$ cat config.mk
export PLATFORM = sky130hd
export DESIGN_NAME = sc_datamem_bx
export DESIGN_NICKNAME = d
export VERILOG_FILES = /design/src/rtl/sc_datamem_pkg.sv /design/src/rtl/sc_datamem_bank.sv /design/src/rtl/sc_datamem_bx.sv
export SDC_FILE = /design/constraint.sdc
export NUM_CORES = 1
export LEC_CHECK = 0
export CAP_MARGIN = 20
export CORE_MARGIN = 4
export CORE_UTILIZATION = 55
export DETAILED_ROUTE_END_ITERATION = 12
export PLACE_DENSITY_LB_ADDON = 0.25
export SLEW_MARGIN = 20
export SYNTH_ARGS = -nofsm -noshare
export SYNTH_HDL_FRONTEND = slang
export SYNTH_SLANG_ARGS = --single-unit
export TNS_END_PERCENT = 100
$ cat constraint.sdc
create_clock -name clock -period 3 [get_ports clock]
set_input_delay 0.75 -clock clock [delete_from_list [all_inputs] [get_ports clock]]
set_output_delay 0.75 -clock clock [all_outputs]
set_load 0.005 [all_outputs]
$ cat src/rtl/sc_datamem_pkg.sv
// Shared types and helpers for the sc_datamem_bx data memory.
// Access sizes, FSM states and the load extension function live here.
package sc_datamem_pkg;

    typedef enum logic [1:0] {
        SZ_BYTE = 2'b00,
        SZ_HALF = 2'b01,
        SZ_WORD = 2'b10,
        SZ_RSVD = 2'b11
    } size_t;

    typedef enum logic {
        ST_CLEAR = 1'b0,
        ST_IDLE  = 1'b1
    } state_t;

    localparam int IO_BASE_BIT = 31;

    // lane_data arrives right-aligned; only the selected width is kept.
    function automatic logic [31:0] extend(input logic [31:0] lane_data,
                                           input size_t       size,
                                           input logic        sign_ext);
        logic [31:0] result;
        unique case (size)
            SZ_BYTE: result = {{24{sign_ext & lane_data[7]}},  lane_data[7:0]};
            SZ_HALF: result = {{16{sign_ext & lane_data[15]}}, lane_data[15:0]};
            default: result = lane_data;
        endcase
        return result;
    endfunction

endpackage

$ cat src/rtl/sc_datamem_bank.sv
// Word-organised RAM with four byte write enables and a registered read port,
// shaped for block-RAM inference (single address, read or write per cycle).
module sc_datamem_bank
    import sc_datamem_pkg::*;
#(
    parameter int ADDR_WIDTH = 5
) (
    input  logic                  clock,
    input  logic [3:0]            we,
    input  logic                  re,
    input  logic [ADDR_WIDTH-1:0] addr,
    input  logic [31:0]           wdata,
    output logic [31:0]           rdata
);

    localparam int DEPTH = 1 << ADDR_WIDTH;

    logic [31:0] mem [DEPTH];
    logic [31:0] rdata_q;

    // NOTE: the array and read register carry no reset so the tools can map
    // them to block RAM; the parent's clear sequencer zeroes the contents.
    always_ff @(posedge clock) begin
        for (int b = 0; b < 4; b++) begin
            if (we[b]) begin
                mem[addr][8*b +: 8] <= wdata[8*b +: 8];
            end
        end
        if (re) begin
            rdata_q <= mem[addr];
        end
    end

    assign rdata = rdata_q;

endmodule

$ cat src/rtl/sc_datamem_bx.sv
// Byte/half/word data memory with registered read, ready handshake, fault
// detection and post-reset clear. Define SC_DATAMEM_MMIO_EN for the IO region.
module sc_datamem_bx
    import sc_datamem_pkg::*;
#(
    parameter int ADDR_WIDTH = 5,
    parameter int IO_PORTS   = 2
) (
    input  logic                     clock,
    input  logic                     reset,
    input  logic                     req,
    input  logic                     we,
    input  logic [1:0]               size,
    input  logic                     sign_ext,
    input  logic [31:0]              addr,
    input  logic [31:0]              datain,
    output logic [31:0]              dataout,
    output logic                     ready,
    output logic                     busy,
    output logic                     misalign
`ifdef SC_DATAMEM_MMIO_EN
    ,
    input  logic [32*IO_PORTS-1:0]   in_port,
    output logic [32*IO_PORTS-1:0]   out_port
`endif
);

    typedef logic [ADDR_WIDTH-1:0] widx_t;

    state_t      state_q,    state_d;
    widx_t       clr_ptr_q,  clr_ptr_d;
    logic        ready_q,    ready_d;
    logic        misalign_q, misalign_d;
    logic        ld_done_q,  ld_done_d;
    logic        ld_zero_q,  ld_zero_d;
    logic [1:0]  ld_lane_q,  ld_lane_d;
    size_t       ld_size_q,  ld_size_d;
    logic        ld_sext_q,  ld_sext_d;
    logic [31:0] hold_q,     hold_d;
`ifdef SC_DATAMEM_MMIO_EN
    logic                   ld_io_q,     ld_io_d;
    logic [31:0]            io_rdata_q,  io_rdata_d;
    logic [32*IO_PORTS-1:0] out_port_q,  out_port_d;
`endif

    size_t       sz;
    widx_t       widx;
    logic        align_fault;
    logic        io_sel;
    logic        fault;
    logic [3:0]  st_be;
    logic [31:0] st_wdata;
    logic [3:0]  bank_we;
    logic        bank_re;
    widx_t       bank_addr;
    logic [31:0] bank_wdata;
    logic [31:0] bank_rdata;
    logic [31:0] ld_value;
    logic        unused_addr;

    assign sz   = size_t'(size);
    assign widx = addr[ADDR_WIDTH+1:2];

`ifdef SC_DATAMEM_MMIO_EN
    assign unused_addr = ^addr[IO_BASE_BIT-1:ADDR_WIDTH+2];
`else
    assign unused_addr = ^{addr[IO_BASE_BIT:ADDR_WIDTH+2], 32'(IO_PORTS)};
`endif

    // Alignment check and store lane steering, independent of the target region.
    always_comb begin
        unique case (sz)
            SZ_BYTE: begin
                align_fault = 1'b0;
                st_be       = 4'b0001 << addr[1:0];
                st_wdata    = {4{datain[7:0]}};
            end
            SZ_HALF: begin
                align_fault = addr[0];
                st_be       = addr[1] ? 4'b1100 : 4'b0011;
                st_wdata    = {2{datain[15:0]}};
            end
            SZ_WORD: begin
                align_fault = |addr[1:0];
                st_be       = 4'b1111;
                st_wdata    = datain;
            end
            default: begin
                align_fault = 1'b1;
                st_be       = 4'b0000;
                st_wdata    = datain;
            end
        endcase
    end

`ifdef SC_DATAMEM_MMIO_EN
    assign io_sel = addr[IO_BASE_BIT];
    assign fault  = align_fault
                  | (io_sel & ((sz != SZ_WORD) | (int'(widx) >= IO_PORTS)));
`else
    assign io_sel = 1'b0;
    assign fault  = align_fault;
`endif

    // Load result: zero on fault, IO word, or the extended RAM lane.
    always_comb begin
        ld_value = extend(bank_rdata >> {ld_lane_q, 3'b000}, ld_size_q, ld_sext_q);
`ifdef SC_DATAMEM_MMIO_EN
        if (ld_io_q) begin
            ld_value = io_rdata_q;
        end
`endif
        if (ld_zero_q) begin
            ld_value = '0;
        end
        dataout = ld_done_q ? ld_value : hold_q;
    end

    // NOTE: every signal gets a default at the top of the block so no path
    // leaves one unassigned, which would otherwise infer a latch.
    always_comb begin
        state_d    = state_q;
        clr_ptr_d  = clr_ptr_q;
        ready_d    = 1'b0;
        misalign_d = 1'b0;
        ld_done_d  = 1'b0;
        ld_zero_d  = ld_zero_q;
        ld_lane_d  = ld_lane_q;
        ld_size_d  = ld_size_q;
        ld_sext_d  = ld_sext_q;
        hold_d     = dataout;
        bank_we    = 4'b0000;
        bank_re    = 1'b0;
        bank_addr  = widx;
        bank_wdata = st_wdata;
`ifdef SC_DATAMEM_MMIO_EN
        ld_io_d    = ld_io_q;
        io_rdata_d = io_rdata_q;
        out_port_d = out_port_q;
`endif

        unique case (state_q)
            ST_CLEAR: begin
                bank_we    = 4'b1111;
                bank_addr  = clr_ptr_q;
                bank_wdata = '0;
                clr_ptr_d  = clr_ptr_q + 1'b1;
                if (clr_ptr_q == '1) begin
                    state_d = ST_IDLE;
                end
            end
            default: begin
                if (req) begin
                    ready_d    = 1'b1;
                    misalign_d = fault;
                    if (we) begin
                        if (!fault && !io_sel) begin
                            bank_we = st_be;
                        end
`ifdef SC_DATAMEM_MMIO_EN
                        for (int p = 0; p < IO_PORTS; p++) begin
                            if (!fault && io_sel && int'(widx) == p) begin
                                out_port_d[32*p +: 32] = datain;
                            end
                        end
`endif
                    end else begin
                        ld_done_d = 1'b1;
                        ld_zero_d = fault;
                        ld_lane_d = addr[1:0];
                        ld_size_d = sz;
                        ld_sext_d = sign_ext;
                        bank_re   = !fault && !io_sel;
`ifdef SC_DATAMEM_MMIO_EN
                        ld_io_d = io_sel;
                        for (int p = 0; p < IO_PORTS; p++) begin
                            if (int'(widx) == p) begin
                                io_rdata_d = in_port[32*p +: 32];
                            end
                        end
`endif
                    end
                end
            end
        endcase

        if (reset) begin
            bank_we = 4'b0000;
            bank_re = 1'b0;
        end
    end

    // NOTE: state registers use non-blocking assignments so every flop samples
    // the pre-edge values regardless of statement order.
    always_ff @(posedge clock) begin
        if (reset) begin
            state_q    <= ST_CLEAR;
            clr_ptr_q  <= '0;
            ready_q    <= 1'b0;
            misalign_q <= 1'b0;
            ld_done_q  <= 1'b0;
            ld_zero_q  <= 1'b0;
            ld_lane_q  <= 2'b00;
            ld_size_q  <= SZ_WORD;
            ld_sext_q  <= 1'b0;
            hold_q     <= '0;
`ifdef SC_DATAMEM_MMIO_EN
            ld_io_q    <= 1'b0;
            io_rdata_q <= '0;
            out_port_q <= '0;
`endif
        end else begin
            state_q    <= state_d;
            clr_ptr_q  <= clr_ptr_d;
            ready_q    <= ready_d;
            misalign_q <= misalign_d;
            ld_done_q  <= ld_done_d;
            ld_zero_q  <= ld_zero_d;
            ld_lane_q  <= ld_lane_d;
            ld_size_q  <= ld_size_d;
            ld_sext_q  <= ld_sext_d;
            hold_q     <= hold_d;
`ifdef SC_DATAMEM_MMIO_EN
            ld_io_q    <= ld_io_d;
            io_rdata_q <= io_rdata_d;
            out_port_q <= out_port_d;
`endif
        end
    end

    assign ready    = ready_q;
    assign misalign = misalign_q;
    assign busy     = (state_q == ST_CLEAR);
`ifdef SC_DATAMEM_MMIO_EN
    assign out_port = out_port_q;
`endif

    sc_datamem_bank #(
        .ADDR_WIDTH (ADDR_WIDTH)
    ) u_bank (
        .clock (clock),
        .we    (bank_we),
        .re    (bank_re),
        .addr  (bank_addr),
        .wdata (bank_wdata),
        .rdata (bank_rdata)
    );

endmodule

=== Word level (Yosys, flattened, before mapping) ===
Memory sizes are Yosys's and may differ from the RTL's. A register that Yosys moved wholly into a read port is not among the register bits.
Cells that the tools add are included.

* $add $sub $neg: 1
* Equality and inequality tests: 4
* Shift-type cells: 2
* Multiplexer cells: 30
* Bitwise logic cells: 5
* Reduce and logical (&&, ||, !) cells: 7

{| class="wikitable"
|+ Operators with widths
! cell !! number
|-
| $pmux W32 S2 || 2
|-
| $mux W32 || 3
|-
| $shr A32 B5 Y32 || 1
|-
| $mux W4 || 6
|-
| $mux W1 || 16
|-
| $pmux W4 S3 || 1
|-
| $add A5 B1 Y5 const B || 1
|-
| $eq A5 B5 Y1 const B || 1
|-
| $mux W5 || 1
|-
| $eq A2 B1 Y1 const B || 2
|-
| $logic_not A2 Y1 || 2
|-
| $reduce_or A2 Y1 || 2
|-
| $shl A1 B2 Y4 const A || 1
|-
| $not A1 Y1 || 3
|-
| $pmux W1 S3 || 1
|-
| $reduce_and A3 Y1 || 1
|-
| $reduce_or A3 Y1 || 1
|-
| $and A1 B1 Y1 || 2
|-
| $eq A2 B2 Y1 const B || 1
|-
| $logic_not A1 Y1 || 1
|}

* Bits in registers: 47
* Memory bits (writable): 1024
* Output and inout port bits: 35
* Word-level logic and storage cells: 60
* Memories kept: 1

{| class="wikitable"
|+ Memory list
! name !! words !! bits a word !! rd ports !! clocked after Yosys merged registers in !! write ports !! line !! RTL
|-
| u_bank.mem || 32 || 32 || 1 || 1 || 1 || sc_datamem_bank.sv:18 || <nowiki>logic [31:0] mem [DEPTH];</nowiki>
|}

=== Depth between registers and ports, before layout ===
* Word-level depth: 9
* Gate-level depth with buffers: 9
* Mapped depth without buffers: 5

=== Cells and area by module ===
A second synthesis with hierarchy kept.

* Cell total of the unflattened synthesis: 2625
* Area, all modules: 43730.7 um^2

{| class="wikitable"
|+ By module, submodules not included
! module !! times used !! cells each !! area an instance (um^2) !! sequential area each (um^2)
|-
| sc_datamem_bank || 1 || 2228 || 40506.3 || 31710.4
|-
| sc_datamem_bx || 1 || 397 || 3224.3 || 940.9
|}

=== Worst setup path after synthesis ===
No wires, ideal clock.

* Path type: input -> register
* From: in size[0]
* To: mem u_bank.mem[10][10] (enable)
* Library setup time: 383 ps
* Arrival time: 2513 ps
* Data required time: 2617 ps
* Slack: 103 ps
* Cell stages on the path: 7
* Buffers on the path: 2
* Path through: clkbuf_1 nand2b_1 o32ai_1 nand4_1 a21o_1 clkbuf_1 nor3_1

* Cells in the longest elaborated chain, start to end: 9
* Elaborated cells between the ends (all ways): 12

{| class="wikitable"
|+ RTL lines
! item !! line !! RTL
|-
| start: declaration || sc_datamem_bx.sv:13 || <nowiki>input logic [1:0] size,</nowiki>
|-
| $eq A2 B2 Y1, or another cell as far along || sc_datamem_bx.sv:72 || <nowiki>unique case (sz)</nowiki>
|-
| $pmux W4 S3 / $pmux W1 S3 (equally long branches) || sc_datamem_bx.sv:72 ||
|-
| $mux W4 (*) || sc_datamem_bx.sv:157 || <nowiki>if (!fault && !io_sel) begin</nowiki>
|-
| $mux W4 (*) || sc_datamem_bx.sv:156 || <nowiki>if (we) begin</nowiki>
|-
| $mux W4 (*) || sc_datamem_bx.sv:153 || <nowiki>if (req) begin</nowiki>
|-
| $mux W4 (*) || sc_datamem_bx.sv:142 || <nowiki>unique case (state_q)</nowiki>
|-
| $mux W4 (*) || sc_datamem_bx.sv:187 || <nowiki>if (reset) begin</nowiki>
|-
| $mux W1 (*) || sc_datamem_bank.sv:25 || <nowiki>if (we[b]) begin</nowiki>
|-
| $mux W1 (implied by the code) (*) || sc_datamem_bank.sv:26 || <nowiki>mem[addr][8*b +: 8] <= wdata[8*b +: 8];</nowiki>
|-
| end: declaration || sc_datamem_bank.sv:18 ||
|}

Every way passes the cells marked *; elsewhere a longest branch is shown, timed or not.

=== Worst setup path after layout ===
* From: reg u_bank.rdata_q[7], in the netlist u_bank.rdata[7] (read register of u_bank.mem)
* To: out dataout[21]

* Cells in the longest elaborated chain, start to end: 5
* Elaborated cells between the ends (all ways): 6

{| class="wikitable"
|+ RTL lines
! item !! line !! RTL
|-
| start: declaration || sc_datamem_bank.sv:19 || <nowiki>logic [31:0] rdata_q;</nowiki>
|-
| $shr A32 B5 Y32 (*) || sc_datamem_bx.sv:107 || <nowiki>ld_value = extend(bank_rdata >> {ld_lane_q, 3'b000}, ld_size_q, ld_sext_q);</nowiki>
|-
| $and A1 B1 Y1, on equally long branches || sc_datamem_pkg.sv:26, sc_datamem_pkg.sv:25 ||
|-
| $pmux W32 S2 (*) || sc_datamem_pkg.sv:24 || <nowiki>unique case (size)</nowiki>
|-
| $mux W32 (*) || sc_datamem_bx.sv:113 || <nowiki>if (ld_zero_q) begin</nowiki>
|-
| $mux W32 (*) || sc_datamem_bx.sv:116 || <nowiki>dataout = ld_done_q ? ld_value : hold_q;</nowiki>
|-
| end: declaration || sc_datamem_bx.sv:17 || <nowiki>output logic [31:0] dataout,</nowiki>
|}

Marked as above.

==> results.md <==
- The run finished, with violations left.
- The checks that failed: setup timing.
- TritonCTS built the clock tree.
- The critical path buffer and inverter count is 3.
- The die outline area is 84100 um^2.
- The wire-length estimate of the detail-placed layout is 71.5 mm.
- The maximum clock path buffer count is 3.
- The clock tree synthesis step divided the H-tree into 3 levels.
- The initial antenna violation count was 4.
- During I/O placement, the number of pins put on the boundary was 106.
- The mean cell area of the mapped netlist is 16.6 um^2.
- After synthesis, flip-flops and latches occupy about three quarters of the total area.
- For this run, the leading register cell type out of synthesis is edfxtp_1.
- The number of design rule violations left after detail routing is 0.
- The timing-limited maximum frequency is a little under 300 MHz.
- The start point of the critical path is u_bank.rdata[7]$_DFFE_PP_.
- The number of synthesized flops with an enable pin is 1056.
- On the final layout, the worst clock skew is 0.0161 ns.
- The via count of the first global-routing pass is 25900.
- The worst slew slack as a fraction of its limit is 54.0%.
- Walking the worst path, the cells encountered are mux4_2 -> mux2_4 -> nand4b_1 -> clkbuf_16 -> buf_6 -> nand2_2 -> buf_2.
- Sorting the synthesized cells by area gives the leading types as edfxtp_1 (73%), mux2i_1 (13%), o22ai_1 (3.8%).
- The worst register-to-register path ends at hold_q[13]$_SDFF_PP0_.
- The total standard cell area after synthesis is 43700 um^2.
- After the first detailed-routing iteration, the DRC count stood at 2750.
- The number of clock buffers added by TritonCTS is around 110.
- Across all register-to-register paths, the minimum setup slack is -0.37 ns.
- The library cells used most frequently in the layout, excluding fill and tap cells, are edfxtp_1 (1056), mux2i_1 (551), buf_4 (409).
- The number of standard cells after synthesis is between 2000 and 3000.
- Entering global routing, the biggest net connects 44 pins.
- The highest ir drop seen on vdd is 0.622 mV.
- The total grt overflow is 0.
- The clock net sink count is 1103.
- The minimum setup slack in the final design is -0.466 ns.
- For this run, the post-layout net count is 3195.
- The beginning of the worst hold path is hold_q[14]$_SDFF_PP0_.
- Setup repair after global routing could not meet its margin everywhere.
- The largest single stage delay on the critical path is between 0.5 and 0.6 ns.
- The required time of the critical path is 2.25 ns.
- The wire length of the first global-routing pass is 161 mm.
- The cell chosen for the clock root is clkbuf_16.
- The library cell used most frequently in the layout, excluding fill and tap cells, is edfxtp_1.
- The congestion estimate from routability-driven global placement came to 0.905.
- The nature of the critical path endpoint is an output port.
- The number of vias per cell is 6.05.
- The first detailed-routing pass took 5 iterations.
- The final count of pins violating max slew came to 0.
- The total power draw is between 0.03 and 0.04 W.
- The timing endpoint of the critical path is dataout[21].
- After detailed routing, the met3 layer carries 10.1 mm of wire.
- The total wirelength of the detailed-routed design is roughly 110 mm.
- The area growth from synthesis to layout is 21.2%.
- The clock reaches the later pin of the worst-skew pair after 0.67 ns.
- The routed length per placed instance is 25.7 um.
- The x dimension of the die is about 290 um.
- For this run, the number of Yosys warnings is 0.
- Across the run, the number of max-cap violations was 0.
- Once detail routing completed, the nets flagged for antenna violations numbered 0.
- The CTS clock-pin slew for the worst setup and hold paths is 0.07 ns.
- Counting flops and latches in the post-synthesis netlist gives 1103.
- The number of hold-slack violations in the final timing report was 0.
- The die is 290 um tall.
- The biggest area consumer among synthesized cells is edfxtp_1.
- The number of cells on the worst reg-to-reg path is 22.
- The slowest cell on the critical path is mux4_2.
- The post-synthesis net count is 2712.
- Summed over all cells, the static leakage comes to 18.7 nW.
- The floorplan step defined a core boundary enclosing just under 80000 um^2.
- After floorplanning, the core was divided into 103 placement rows.
- The worst-margin pin slew is around 0.7 ns.
- The aggregate global-route resource usage is approximately 25%.
- The dominant delay contributor by cell family on the critical path is multiplexers.
- STA classifies the critical path startpoint as a register.
- The detailed router put a total of 44.1 mm of wire on met1.
- The count of hold buffers inserted by post-cts repair is 0.
- For the finished layout, the period the worst path requires is 3.47 ns.
- The share of layout cells above drive strength 1 is roughly a quarter.
- The tightest hold margin is 0.522 ns.
- Of all nets on the critical path, the largest fanout is 5.
- Setup violations remaining at the end of the flow were counted as 28.
- The total number of cells along the worst setup path is 7.
- The worst min-delay path category is register to register.
- The start-to-end type of the worst setup path is register to output port.
- The via count of the routed design is 25800.
- Cells fill 67.2% of the core in the end.
- The number of distinct standard cells referenced by the synthesized netlist is 47.
- The wire length on met2 is 51.6 mm.
- The arrival time of data at the critical path endpoint is 2.72 ns.
- The top-area cell type share of the netlist area is 72.5%.
- In this run the critical register-to-register path is launched from u_bank.rdata[7]$_DFFE_PP_.
- Input and output buffers added on the ports amount to 80.
- The effective utilization at floorplan is 55.4%.
- The power per cell area is about 600 nW/um^2.
- Dividing the final minimum period by the clock period gives 116%.
- The async set-reset flop share out of synthesis is 0%.
- The highest metal layer with signal wires is met5.
-- tightest hold or removal path, stage by stage (launching register included) --
cell and delay (ns):
dfxtp_1 0.31, nand2b_1 0.09, a21oi_1 0.08
-- registers in the layout (all words and copies together) (netlist names), 2 cells and up --
register      cells
u_bank.mem     1024
hold_q           32
u_bank.rdata     32
clr_ptr_q         5
ld_lane_q         2
ld_size_q         2
-- timing repair --
action	in CTS	in global routing
buffers inserted	59	7
cloned	2	1
pin swaps	9	9
resized for setup	135	50
endpoints found under the setup margin	32	35
-- stage by stage --
| stage | setup TNS (ns) | std cells | setup WS, ns | cell area, um^2 |
|---|---|---|---|---|
| final | -10.49 | 4263 | -0.466 | 53000 |
| after global routing | -12.12 | 4261 | -0.517 | 53000 |
| after CTS | -9.10 | 4254 | -0.482 | 52800 |
| after detailed placement | -141.43 | 3996 | -0.513 | 48700 |
| after global placement | -105.35 | 3996 | -0.485 | 48700 |
| after floorplan | 0 | 2639 | 0.103 | 43700 |
-- per-layer routing --
metal | track usage [%] | vias to the layer above
met1 | 35.3 | 12900
met2 | 40.5 | 1187
met5 | 0 | -
li1 | - | 11500
met3 | 5.32 | 225
met4 | 8.62 | 2
-- worst min-delay path by stage --
stage,end,slack [ns],depth (start not counted)
final,hold_q[14]$_SDFF_PP0_,0.52,2
after detailed placement,hold_q[12]$_SDFF_PP0_,0.48,2
after global placement,hold_q[9]$_SDFF_PP0_,0.47,2
after CTS,hold_q[12]$_SDFF_PP0_,0.49,2
after global routing,hold_q[13]$_SDFF_PP0_,0.54,2
after floorplan,hold_q[10]$_SDFF_PP0_,0.46,2
-- synth_stat cells, types with 3 or more instances --
master / number
buf_6: 24
o22ai_1: 264
and4b_1: 4
o21ai_1: 16
mux2_2: 9
edfxtp_1: 1056
nor4b_1: 4
nor2_1: 56
a21oi_1: 65
buf_4: 7
nand4_1: 3
a2bb2oi_1: 7
nand2_1: 78
buf_1: 6
mux2i_1: 551
nor2b_1: 29
nor4bb_1: 6
inv_1: 10
and2_1: 8
nor4_1: 66
clkbuf_1: 78
nor3_1: 131
nand2b_1: 10
dfxtp_1: 47
buf_2: 60
o21ai_0: 16
-- cells by family (layout without fill, tap and decap cells) --
group                      count (synthesis)  in the layout  synth area share [%]
muxes                                    563            563                  13.0
AOI/OAI and AO/OA                        378            378                  5.21
and+or+nand+nor                          403            403                  4.76
DFF                                     1103           1103                  74.7
buffers and inverters                    186            758                  2.24
xor gates and xnor gates                   4              4                0.0801
adders and majority gates                  2              2                0.0572
other                                      0              2                     0
-- where the power goes --
part	internal (W)	switching [W]	leakage [nW]
combinational	0.000763	0.000954	6.97
sequential	0.0167	0.0000270	10.0
clock	0.00769	0.00559	1.71
total	0.0252	0.00657	18.7
-- layout make-up --
cell class                      instances  area (um^2)
Antenna cell                            2         5.00
Clock buffer                          124         2780
Clock inverter                         73          716
Fill cell                            5178        25900
Inverter                               11         41.3
Multi-Input combinational cell       1350        10500
Sequential cell                      1103        32700
Tap cell                             1050         1310
Timing Repair Buffer                  550         4990
Note: power is estimated with default switching activity, not from simulation.
